## src/rtl/cpu_pkg.sv

```systemverilog
// Shared types and constants for the cpu_seq multi-cycle sequencer.
// The optional interrupt logic is enabled by defining CPU_SEQ_IRQ_EN.
package cpu_pkg;

    typedef enum logic [2:0] {
        StFetch  = 3'd0,
        StDecode = 3'd1,
        StExec   = 3'd2,
        StMem    = 3'd3,
        StWb     = 3'd4,
        StIrq    = 3'd5,
        StHalt   = 3'd6
    } state_e;

    typedef enum logic [2:0] {
        PcHold   = 3'd0,
        PcInc    = 3'd1,
        PcJump   = 3'd2,
        PcVector = 3'd3,
        PcReturn = 3'd4
    } pc_sel_e;

    localparam int unsigned FlagN = 3;
    localparam int unsigned FlagZ = 2;
    localparam int unsigned FlagC = 1;
    localparam int unsigned FlagV = 0;

    localparam int unsigned DefResetVector = 32'h0000;
    localparam int unsigned DefIrqVector   = 32'h0004;

endpackage

```

## src/rtl/cpu_seq_if.sv

```systemverilog
// Instruction/data memory handshake bundle between the sequencer and the memories.
interface cpu_seq_if #(
    parameter int unsigned DATA_W = 16,
    parameter int unsigned ADDR_W = 16
);
    logic [ADDR_W-1:0] IM_address;
    logic              im_req;
    logic [DATA_W-1:0] IM_data_in;
    logic              im_ready;
    logic              dm_req;
    logic              dm_we;
    logic              dm_ready;

    modport master (
        output IM_address, im_req, dm_req, dm_we,
        input  IM_data_in, im_ready, dm_ready
    );

    modport slave (
        input  IM_address, im_req, dm_req, dm_we,
        output IM_data_in, im_ready, dm_ready
    );
endinterface

```

## src/rtl/pc_unit.sv

```systemverilog
// Program counter, exception return address and next-PC selection.
// EPC exists only when CPU_SEQ_IRQ_EN is defined.
module pc_unit
    import cpu_pkg::*;
#(
    parameter int unsigned       ADDR_W       = 16,
    parameter logic [ADDR_W-1:0] RESET_VECTOR = ADDR_W'(DefResetVector),
    parameter logic [ADDR_W-1:0] IRQ_VECTOR   = ADDR_W'(DefIrqVector)
) (
    input  logic              clk,
    input  logic              reset,
    input  pc_sel_e           pc_sel_i,
    input  logic [ADDR_W-1:0] jmp_target_i,
    input  logic              epc_save_i,
    output logic [ADDR_W-1:0] pc_o
);

    logic [ADDR_W-1:0] pc_q, pc_d;
    logic [ADDR_W-1:0] epc;

`ifdef CPU_SEQ_IRQ_EN
    logic [ADDR_W-1:0] epc_q, epc_d;

    assign epc_d = epc_save_i ? pc_q : epc_q;

    always_ff @(posedge clk) begin
        if (reset) epc_q <= '0;
        else       epc_q <= epc_d;
    end

    assign epc = epc_q;
`else
    logic unused_epc_save;
    assign unused_epc_save = epc_save_i;
    assign epc = '0;
`endif

    always_comb begin
        pc_d = pc_q;
        unique case (pc_sel_i)
            PcInc:    pc_d = pc_q + ADDR_W'(1);
            PcJump:   pc_d = jmp_target_i;
            PcVector: pc_d = IRQ_VECTOR;
            PcReturn: pc_d = epc;
            default:  pc_d = pc_q;
        endcase
    end

    always_ff @(posedge clk) begin
        if (reset) pc_q <= RESET_VECTOR;
        else       pc_q <= pc_d;
    end

    assign pc_o = pc_q;

endmodule

```

## src/rtl/cpu_seq.sv

```systemverilog
// Multi-cycle instruction sequencer: FETCH/DECODE/EXEC/MEM/WB control FSM.
// Define CPU_SEQ_IRQ_EN to add interrupt entry (IRQ state) and rti return.
module cpu_seq
    import cpu_pkg::*;
#(
    parameter int unsigned       DATA_W       = 16,
    parameter int unsigned       ADDR_W       = 16,
    parameter logic [ADDR_W-1:0] RESET_VECTOR = ADDR_W'(DefResetVector),
    parameter logic [ADDR_W-1:0] IRQ_VECTOR   = ADDR_W'(DefIrqVector)
) (
    input  logic              clk,
    input  logic              reset,
    cpu_seq_if.master         mem,
    input  logic              halt,
    input  logic              jmp,
    input  logic              mem_to_reg,
    input  logic              reg_write,
    input  logic              mem_write,
    input  logic              flags_wr_en,
    input  logic              rti,
    input  logic [ADDR_W-1:0] jmp_target,
    input  logic [3:0]        alu_flags,
    input  logic              irq,
    output logic [DATA_W-1:0] IM_data,
    output logic              reg_wr_en,
    output logic [3:0]        flags_out,
    output logic              halt_out,
    output logic [2:0]        state_out
);

    state_e            state_q, state_d;
    logic [DATA_W-1:0] ir_q, ir_d;
    logic [3:0]        flags_q, flags_d;
    pc_sel_e           pc_sel;
    logic              epc_save;
    logic              im_req_c, dm_req_c, dm_we_c, reg_wr_en_c, halt_c;
    logic [ADDR_W-1:0] pc;

`ifdef CPU_SEQ_IRQ_EN
    logic [3:0] eflags_q, eflags_d;
    logic       mask_q, mask_d;
`else
    logic unused_irq;
    assign unused_irq = irq ^ rti;
`endif

    pc_unit #(
        .ADDR_W      (ADDR_W),
        .RESET_VECTOR(RESET_VECTOR),
        .IRQ_VECTOR  (IRQ_VECTOR)
    ) u_pc_unit (
        .clk         (clk),
        .reset       (reset),
        .pc_sel_i    (pc_sel),
        .jmp_target_i(jmp_target),
        .epc_save_i  (epc_save),
        .pc_o        (pc)
    );

    always_comb begin
        state_d     = state_q;
        ir_d        = ir_q;
        flags_d     = flags_q;
        pc_sel      = PcHold;
        epc_save    = 1'b0;
        im_req_c    = 1'b0;
        dm_req_c    = 1'b0;
        dm_we_c     = 1'b0;
        reg_wr_en_c = 1'b0;
        halt_c      = 1'b0;
`ifdef CPU_SEQ_IRQ_EN
        eflags_d    = eflags_q;
        mask_d      = mask_q;
`endif
        unique case (state_q)
            StFetch: begin
                im_req_c = 1'b1;
                if (mem.im_ready) begin
                    ir_d    = mem.IM_data_in;
                    state_d = StDecode;
                end
            end
            StDecode: state_d = StExec;
            StExec: begin
                if (halt) begin
                    state_d = StHalt;
`ifdef CPU_SEQ_IRQ_EN
                end else if (rti) begin
                    state_d = StFetch;
                    pc_sel  = PcReturn;
                    flags_d = eflags_q;
                    mask_d  = 1'b0;
`endif
                end else if (mem_to_reg || mem_write) begin
                    state_d = StMem;
                end else begin
                    state_d = StWb;
                end
            end
            StMem: begin
                dm_req_c = 1'b1;
                dm_we_c  = mem_write;
                if (mem.dm_ready) state_d = StWb;
            end
            StWb: begin
                reg_wr_en_c = reg_write;
                if (flags_wr_en) flags_d = alu_flags;
                pc_sel  = jmp ? PcJump : PcInc;
                state_d = StFetch;
`ifdef CPU_SEQ_IRQ_EN
                if (irq && !mask_q) state_d = StIrq;
`endif
            end
            StIrq: begin
`ifdef CPU_SEQ_IRQ_EN
                // PC already points past the interrupted instruction here
                epc_save = 1'b1;
                eflags_d = flags_q;
                mask_d   = 1'b1;
                pc_sel   = PcVector;
`endif
                state_d = StFetch;
            end
            StHalt: halt_c = 1'b1;
            default: state_d = StFetch;
        endcase
        // Reset abandons any in-flight access and silences every strobe
        if (reset) begin
            im_req_c    = 1'b0;
            dm_req_c    = 1'b0;
            dm_we_c     = 1'b0;
            reg_wr_en_c = 1'b0;
            halt_c      = 1'b0;
        end
    end

    always_ff @(posedge clk) begin
        if (reset) begin
            state_q <= StFetch;
            ir_q    <= '0;
            flags_q <= '0;
        end else begin
            state_q <= state_d;
            ir_q    <= ir_d;
            flags_q <= flags_d;
        end
    end

`ifdef CPU_SEQ_IRQ_EN
    always_ff @(posedge clk) begin
        if (reset) begin
            eflags_q <= '0;
            mask_q   <= 1'b0;
        end else begin
            eflags_q <= eflags_d;
            mask_q   <= mask_d;
        end
    end
`endif

    assign mem.IM_address = pc;
    assign mem.im_req     = im_req_c;
    assign mem.dm_req     = dm_req_c;
    assign mem.dm_we      = dm_we_c;
    assign IM_data        = ir_q;
    assign reg_wr_en      = reg_wr_en_c;
    assign flags_out      = flags_q;
    assign halt_out       = halt_c;
    assign state_out      = state_q;

endmodule
```

## src/flat_wrapper.sv

```systemverilog
// flat-port wrapper written by rule: the top's interface ports become plain ports
module cpu_seq_flat import cpu_pkg::*;
#(
    parameter int unsigned       DATA_W       = 16,
    parameter int unsigned       ADDR_W       = 16,
    parameter logic [ADDR_W-1:0] RESET_VECTOR = ADDR_W'(DefResetVector),
    parameter logic [ADDR_W-1:0] IRQ_VECTOR   = ADDR_W'(DefIrqVector)
)
  (clk, reset, halt, jmp, mem_to_reg, reg_write, mem_write, flags_wr_en, rti, jmp_target, alu_flags, irq, IM_data, reg_wr_en, flags_out, halt_out, state_out, mem_IM_address, mem_im_req, mem_dm_req, mem_dm_we, mem_IM_data_in, mem_im_ready, mem_dm_ready);
  cpu_seq_if #(.DATA_W(DATA_W), .ADDR_W(ADDR_W)) mem_i ();
  input  logic clk;
  input  logic reset;
  input  logic halt;
  input  logic jmp;
  input  logic mem_to_reg;
  input  logic reg_write;
  input  logic mem_write;
  input  logic flags_wr_en;
  input  logic rti;
  input  logic [ADDR_W-1:0] jmp_target;
  input  logic [3:0] alu_flags;
  input  logic irq;
  output logic [DATA_W-1:0] IM_data;
  output logic reg_wr_en;
  output logic [3:0] flags_out;
  output logic halt_out;
  output logic [2:0] state_out;
  output wire logic [$bits(mem_i.IM_address)-1:0] mem_IM_address;
  output wire logic [$bits(mem_i.im_req)-1:0] mem_im_req;
  output wire logic [$bits(mem_i.dm_req)-1:0] mem_dm_req;
  output wire logic [$bits(mem_i.dm_we)-1:0] mem_dm_we;
  input wire logic [$bits(mem_i.IM_data_in)-1:0] mem_IM_data_in;
  input wire logic [$bits(mem_i.im_ready)-1:0] mem_im_ready;
  input wire logic [$bits(mem_i.dm_ready)-1:0] mem_dm_ready;
  assign mem_IM_address = mem_i.IM_address;
  assign mem_im_req = mem_i.im_req;
  assign mem_dm_req = mem_i.dm_req;
  assign mem_dm_we = mem_i.dm_we;
  assign mem_i.IM_data_in = mem_IM_data_in;
  assign mem_i.im_ready = mem_im_ready;
  assign mem_i.dm_ready = mem_dm_ready;
  cpu_seq #(.DATA_W(DATA_W), .ADDR_W(ADDR_W), .RESET_VECTOR(RESET_VECTOR), .IRQ_VECTOR(IRQ_VECTOR)) u_core (.clk(clk), .reset(reset), .mem(mem_i), .halt(halt), .jmp(jmp), .mem_to_reg(mem_to_reg), .reg_write(reg_write), .mem_write(mem_write), .flags_wr_en(flags_wr_en), .rti(rti), .jmp_target(jmp_target), .alu_flags(alu_flags), .irq(irq), .IM_data(IM_data), .reg_wr_en(reg_wr_en), .flags_out(flags_out), .halt_out(halt_out), .state_out(state_out));
endmodule
```

## config.mk

```make
export PLATFORM = sky130hd
export DESIGN_NAME = cpu_seq_flat
export DESIGN_NICKNAME = d
export VERILOG_FILES = /design/src/rtl/cpu_pkg.sv /design/src/rtl/cpu_seq_if.sv /design/src/rtl/pc_unit.sv /design/src/rtl/cpu_seq.sv /design/src/flat_wrapper.sv
export SDC_FILE = /design/constraint.sdc
export NUM_CORES = 1
export LEC_CHECK = 0
export ABC_AREA = 1
export ABC_CLOCK_PERIOD_IN_PS = 2900
export CORE_ASPECT_RATIO = 0.75
export CORE_MARGIN = 1
export CORE_UTILIZATION = 47
export CTS_BUF_LIST = sky130_fd_sc_hd__clkbuf_8
export DETAILED_ROUTE_END_ITERATION = 10
export PLACE_DENSITY = 0.88
export SLEW_MARGIN = 0
export SYNTH_ARGS = -nofsm -noshare
export SYNTH_HDL_FRONTEND = slang
export SYNTH_SLANG_ARGS = --single-unit
```

## constraint.sdc

```tcl
create_clock -name clk -period 2.9 [get_ports clk]
set_clock_uncertainty 0.2 [all_clocks]
set_input_delay 0.87 -clock clk [delete_from_list [all_inputs] [get_ports clk]]
set_output_delay 0.87 -clock clk [all_outputs]
set_load 0.05 [all_outputs]
```

Word-level counts from Yosys, hierarchy flattened
Cells that the tools add are included.
{ "classes": {"addsub": 1, "n_mul": 0, "div_mod_pow": 0, "n_lt_le_gt_ge": 0, "n_eq_ne": 11, "shifts": 0, "mux": 18, "bitwise_logic": 1, "n_reduce_logical": 6} }
{ "op_table": {"columns": ["cell", "count"], "rows": [
  ["16-bit one-hot mux with 4 select lines", 1],
  ["16-bit by 1-bit adder with 16-bit output (second input constant)", 1],
  ["3-bit two-way mux", 5],
  ["3-bit one-hot mux with 5 select lines", 1],
  ["3-bit by 2-bit == test with 1-bit output (second input constant)", 4],
  ["1-bit two-way mux", 10],
  ["3-bit == test (second input constant)", 3],
  ["3-bit by 1-bit == test with 1-bit output (second input constant)", 2],
  ["2-bit inequality test (second input constant)", 2],
  ["2-bit AND reduction", 2],
  ["4-bit nonzero test", 1],
  ["3-bit logical NOT", 1],
  ["3-bit AND reduction", 1],
  ["2-bit two-way mux", 1],
  ["1-bit logical OR", 1],
  ["1-bit inverter", 1]
]} }
{ "word_totals": {"ff_bits": 39, "latch_bits": 0, "ram_bits": 0, "rom_bits": 0, "inputBits": 48, "output_inout_bits": 44, "elab_cells": 41, "mem_count": 0} }

Logic depth before layout (Yosys ltp)
{ "depth": {"word_depth": 4, "mapped_depth": 9} }

Cells and area by module
Synthesis repeated with hierarchy kept, for this count alone.
{ "unflattened": {"cells_unflattened": 342, "hier_area_um2": 2263.4} }
{ "by_module_without_submodules": {"columns": ["module", "n_inst", "cells_each", "area_each_um2"], "rows": [
  ["pc_unit", 1, 198, 1218.7],
  ["cpu_seq", 1, 144, 1044.8]
]} }

Worst setup path after synthesis
OpenSTA, ideal clock, no wires.
{ "synth_path": {"kind": "input-to-output", "start": "in reset", "end": "out mem_dm_we", "arrival_time_ns": 2.171, "t_required_ns": 1.830, "setup_slack_ns": -0.341, "cell_stages": 2, "path_buffers": 1, "path_cell_list": "buf_1 -> nor3_1"} }
{ "synth_via": {"elab_chain_cells": 1} }
{ "synth_lines": {"columns": ["element", "line_no", "source"], "rows": [
  ["start: declaration", "flat_wrapper.sv:12", "input logic reset;"],
  ["1-bit two-way mux", "cpu_seq.sv:128", "if (reset) begin"],
  ["end: declaration", "flat_wrapper.sv:31", "output wire logic [$bits(mem_i.dm_we)-1:0] mem_dm_we;"]
]} }
No other way between the ends.

Final worst setup path
{ "layout_path": {"start": "in mem_write", "end": "out mem_dm_we"} }
{ "layout_via": {"elab_chain_cells": 2} }
{ "layout_lines": {"columns": ["element", "line_no", "source"], "rows": [
  ["start: declaration", "flat_wrapper.sv:17", "input logic mem_write;"],
  ["1-bit two-way mux", "cpu_seq.sv:75", "unique case (state_q)"],
  ["1-bit two-way mux", "cpu_seq.sv:128", null]
]} }
No other way between the ends.

==> impl_metrics.xml <==
<?xml version="1.0" encoding="UTF-8"?>
<metrics>
  <group name="outcome">
    <metric name="status" unit="">finished, final reports clean</metric>
  </group>
  <group name="place">
    <metric name="dp_hpwl" unit="µm">4560</metric>
    <metric name="place.port_buffers" unit="">89</metric>
    <metric name="detailed_place.area" unit="mm²">0.00310</metric>
    <metric name="gpl_congestion" unit="">0.909</metric>
  </group>
  <group name="route">
    <metric name="detailed_route_drc_error_count" unit="">0</metric>
    <metric name="detail_route.wl_per_cell" unit="µm">13.9</metric>
    <metric name="drt-vias-per-instance" unit="">5.39</metric>
    <metric name="drt_first_iter_violations" unit="">169</metric>
    <metric name="total_wire_length" unit="µm">6330</metric>
    <metric name="drt_pre_antenna_iters" unit="">5</metric>
    <metric name="final_antenna_net_count" unit="">0</metric>
    <metric name="vias" unit="">2454</metric>
  </group>
  <group name="setup_path">
    <metric name="reg2reg_depth" unit="">8</metric>
    <metric name="cp-startpoint" unit="">mem_write</metric>
    <metric name="crit_path_start_kind" unit="">input pin</metric>
    <metric name="worst_r2r_startpoint" unit="">u_core.u_pc_unit.pc_o[0]$_SDFFE_PP0P_</metric>
    <metric name="worstSetupPathType" unit="">in2out</metric>
    <metric name="worstReg2RegEnd" unit="">u_core.u_pc_unit.pc_o[14]$_SDFFE_PP0P_</metric>
    <metric name="critical_path_arrival" unit="ps">1780</metric>
    <metric name="cp.required" unit="ps">1830</metric>
    <metric name="regToRegSetupSlack" unit="ps">1180</metric>
    <metric name="cp-end-kind" unit="">output pin</metric>
    <metric name="critPathMaxFanout" unit="">2</metric>
  </group>
  <group name="clock_network">
    <metric name="cts.clk_slew.worst_paths" unit="ps">70</metric>
    <metric name="clock_tree.root_cell" unit="">sky130_fd_sc_hd__clkbuf_8</metric>
    <metric name="tritoncts" unit="">yes</metric>
    <metric name="cts.sinks" unit="">39</metric>
    <metric name="cts_made_buffers" unit="">5</metric>
    <metric name="cts_max_path_buffers" unit="">2</metric>
    <metric name="cts-htree-levels" unit="">2</metric>
    <metric name="clkLatencyLatePin" unit="ps">300</metric>
  </group>
  <group name="cells_and_area">
    <metric name="layout.nets" unit="">448</metric>
    <metric name="register_area" unit="µm²">781</metric>
    <metric name="area_growth_syn_to_fin" unit="%">50.4</metric>
    <metric name="count_of_antenna_diodes_in_the_layout" unit="">0</metric>
    <metric name="fillers" unit="">327</metric>
    <metric name="most_common_cell_after_layout_fill_and_taps_aside" unit="">sky130_fd_sc_hd__clkdlybuf4s50_1</metric>
    <metric name="finish.instance_area" unit="mm²">0.00322</metric>
    <metric name="ratio_of_cells_with_drive_above_1_in_the_final_layout" unit="%">12.3</metric>
    <metric name="multi_input_area" unit="mm²">0.00119</metric>
    <metric name="layout.cells.most_common_list" unit="">sky130_fd_sc_hd__clkdlybuf4s50_1, sky130_fd_sc_hd__nand2_1, sky130_fd_sc_hd__dfxtp_1</metric>
  </group>
  <group name="grt">
    <metric name="gr-total-overflow" unit="">0</metric>
    <metric name="vias_in_the_first_global_route" unit="">2198</metric>
    <metric name="pin_count_of_the_biggest_net_entering_global_routing" unit="">24</metric>
    <metric name="number_of_antenna_violations_at_the_first_check_in_global_routing" unit="">0</metric>
    <metric name="first_pass_grt_wire_length" unit="µm">9890</metric>
    <metric name="global_routing_usage_summed_across_all_routing_layers" unit="%">27.0</metric>
  </group>
  <group name="yosys">
    <metric name="mappedNetlistArea" unit="mm²">0.00214</metric>
    <metric name="synth.distinct_cells" unit="">34</metric>
    <metric name="synth_sequential_area_ratio" unit="%">36.4</metric>
    <metric name="ys_async_sr_fraction" unit="%">0</metric>
    <metric name="yosysWarningCount" unit="">0</metric>
    <metric name="synth-edff-count" unit="">0</metric>
    <metric name="postSynth.topFlopCell" unit="">sky130_fd_sc_hd__dfxtp_1</metric>
    <metric name="syn-num-nets" unit="">356</metric>
    <metric name="ys_seq_elements" unit="">39</metric>
    <metric name="post_synth_inst_count" unit="">307</metric>
    <metric name="synthesis.area_per_instance" unit="µm²">6.98</metric>
  </group>
  <group name="timing">
    <metric name="rsz0062_at_grt" unit="">false</metric>
    <metric name="fmax" unit="GHz">0.351</metric>
    <metric name="worst_slew_margin_rel" unit="%">65.6</metric>
    <metric name="timing.final.setup_violations" unit="">0</metric>
    <metric name="totalNegativeSetupSlack" unit="ps">0</metric>
    <metric name="final_max_slew_viol_count" unit="">0</metric>
    <metric name="layout_worst_path_cycle_share" unit="%">98.3</metric>
    <metric name="finalWorstPathRequiredPeriod" unit="ps">2850</metric>
    <metric name="worst_slew_pin_slew" unit="ps">515</metric>
    <metric name="report.final.hold_viol_count" unit="">0</metric>
  </group>
  <group name="floorplan">
    <metric name="design.core.area" unit="mm²">0.00420</metric>
    <metric name="floorplan.io_pins" unit="">92</metric>
    <metric name="dieArea" unit="mm²">0.00483</metric>
    <metric name="fp.dieW" unit="µm">80.0</metric>
    <metric name="die_h" unit="µm">60.5</metric>
    <metric name="initial_utilization" unit="%">51.0</metric>
    <metric name="row_count" unit="">20</metric>
  </group>
  <group name="min_path">
    <metric name="worst_hold_startpoint" unit="">u_core.IM_data[0]$_SDFFE_PP0P_</metric>
    <metric name="timing.hold.worst.class" unit="">reg2reg</metric>
    <metric name="min_delay_path_depth" unit="">2</metric>
    <metric name="hold_path_end" unit="">u_core.IM_data[0]$_SDFFE_PP0P_</metric>
  </group>
  <group name="run">
    <metric name="max_cap_violations" unit="">0</metric>
  </group>
  <group name="power">
    <metric name="power-per-cell-area" unit="mW/mm²">688</metric>
    <metric name="worst_ir_drop_vdd" unit="µV">519</metric>
    <metric name="power.leakage" unit="nW">1.17</metric>
  </group>
</metrics>
[worst max path at each step]
stage / depth (start not counted) / endpoint
after detailed placement: 4 / mem_dm_we
final: 4 / mem_dm_we
after floorplan: 2 / mem_dm_we
after CTS: 4 / mem_dm_we
after global placement: 4 / mem_dm_we
after global routing: 4 / mem_dm_we
[routing by layer]
| metal | part of all wire [%] | wire (µm) | global-route usage [%] | vias up |
|---|---|---|---|---|
| met5 | 0 | 0 | 0 | - |
| li1 | - | - | - | 1202 |
| met2 | 45 | 2840 | 44.0 | 152 |
| met1 | 43 | 2720 | 33.7 | 1081 |
| met4 | 2.6 | 167 | 12.8 | 0 |
| met3 | 9.6 | 605 | 7.67 | 19 |
[logic make-up after synthesis]
group / share of synthesized area (%)
adders and majority gates: 0.584
DFF: 36.4
AOI/OAI and AO/OA: 16.1
and+or+nand+nor: 38.1
buffers and inverters: 8.76
[state kept, by name, indices dropped and copies added (netlist names)]
name                   flops
u_core.flags_out           4
u_core.state_out           3
u_core.IM_data            16
u_core.u_pc_unit.pc_o     16
[power breakdown]
part	internal (mW)	switching, mW
clock	0.278	0.197
combinational	0.365	0.676
sequential	0.616	0.0848
total	1.26	0.959
[layout make-up]
type,instances,share of cell area (%)
clock buffer,6,2.56
clock inverter,2,1.09
inverter,22,2.80
multi-input combinational,232,36.9
sequential,39,24.2
tap,55,2.14
timing repair buffer,99,30.3
[critical path, stage by stage]
cell and delay, ps:
sky130_fd_sc_hd__clkdlybuf4s50_1 470, sky130_fd_sc_hd__inv_1 60, sky130_fd_sc_hd__nor3_4 210, sky130_fd_sc_hd__buf_12 160
[repair_timing]
item                                    in CTS  in global routing
setup buffers                                0                  0
endpoints found under the setup margin       5                  0
hold buffers                                 0                  0
resized for setup                            3                  0
[synthesized netlist by cell type, types with 3 or more instances]
cell type / number / share of area (%)
sky130_fd_sc_hd__dfxtp_1: 39 / 36
sky130_fd_sc_hd__a21oi_1: 36 / 8.4
sky130_fd_sc_hd__nand4_1: 4 / 1.2
sky130_fd_sc_hd__clkbuf_1: 3 / 0.53
sky130_fd_sc_hd__nor2_4: 5 / 2.6
sky130_fd_sc_hd__buf_4: 4 / 1.4
sky130_fd_sc_hd__nor2_1: 32 / 5.6
sky130_fd_sc_hd__nand2_1: 78 / 14
sky130_fd_sc_hd__o31ai_1: 4 / 1.4
sky130_fd_sc_hd__o21ai_0: 14 / 3.3
sky130_fd_sc_hd__nand3_1: 35 / 8.2
sky130_fd_sc_hd__nor2_2: 4 / 1.2
sky130_fd_sc_hd__inv_2: 3 / 0.53
sky130_fd_sc_hd__inv_1: 17 / 3.0
sky130_fd_sc_hd__buf_2: 3 / 0.70
sky130_fd_sc_hd__nand2_4: 3 / 1.6
[metrics by stage]
| step | hold WS [ps] | std cells | total power [mW] | setup slack (ps) | utilization, % |
|---|---|---|---|---|---|
| CTS | 267 | 455 | 2.22 | 43.2 | 76.6 |
| floorplan | 480 | 307 | 1.44 | 85.5 | - |
| global placement | 249 | 447 | 1.72 | -95.4 | 73.7 |
| detailed placement | 255 | 447 | 1.74 | -115 | 73.7 |
| finish | 268 | 455 | 2.22 | 48.1 | 76.6 |
| global route | 274 | 455 | 2.33 | 5.68 | 76.6 |
Note: power is estimated with default switching activity, not from simulation.
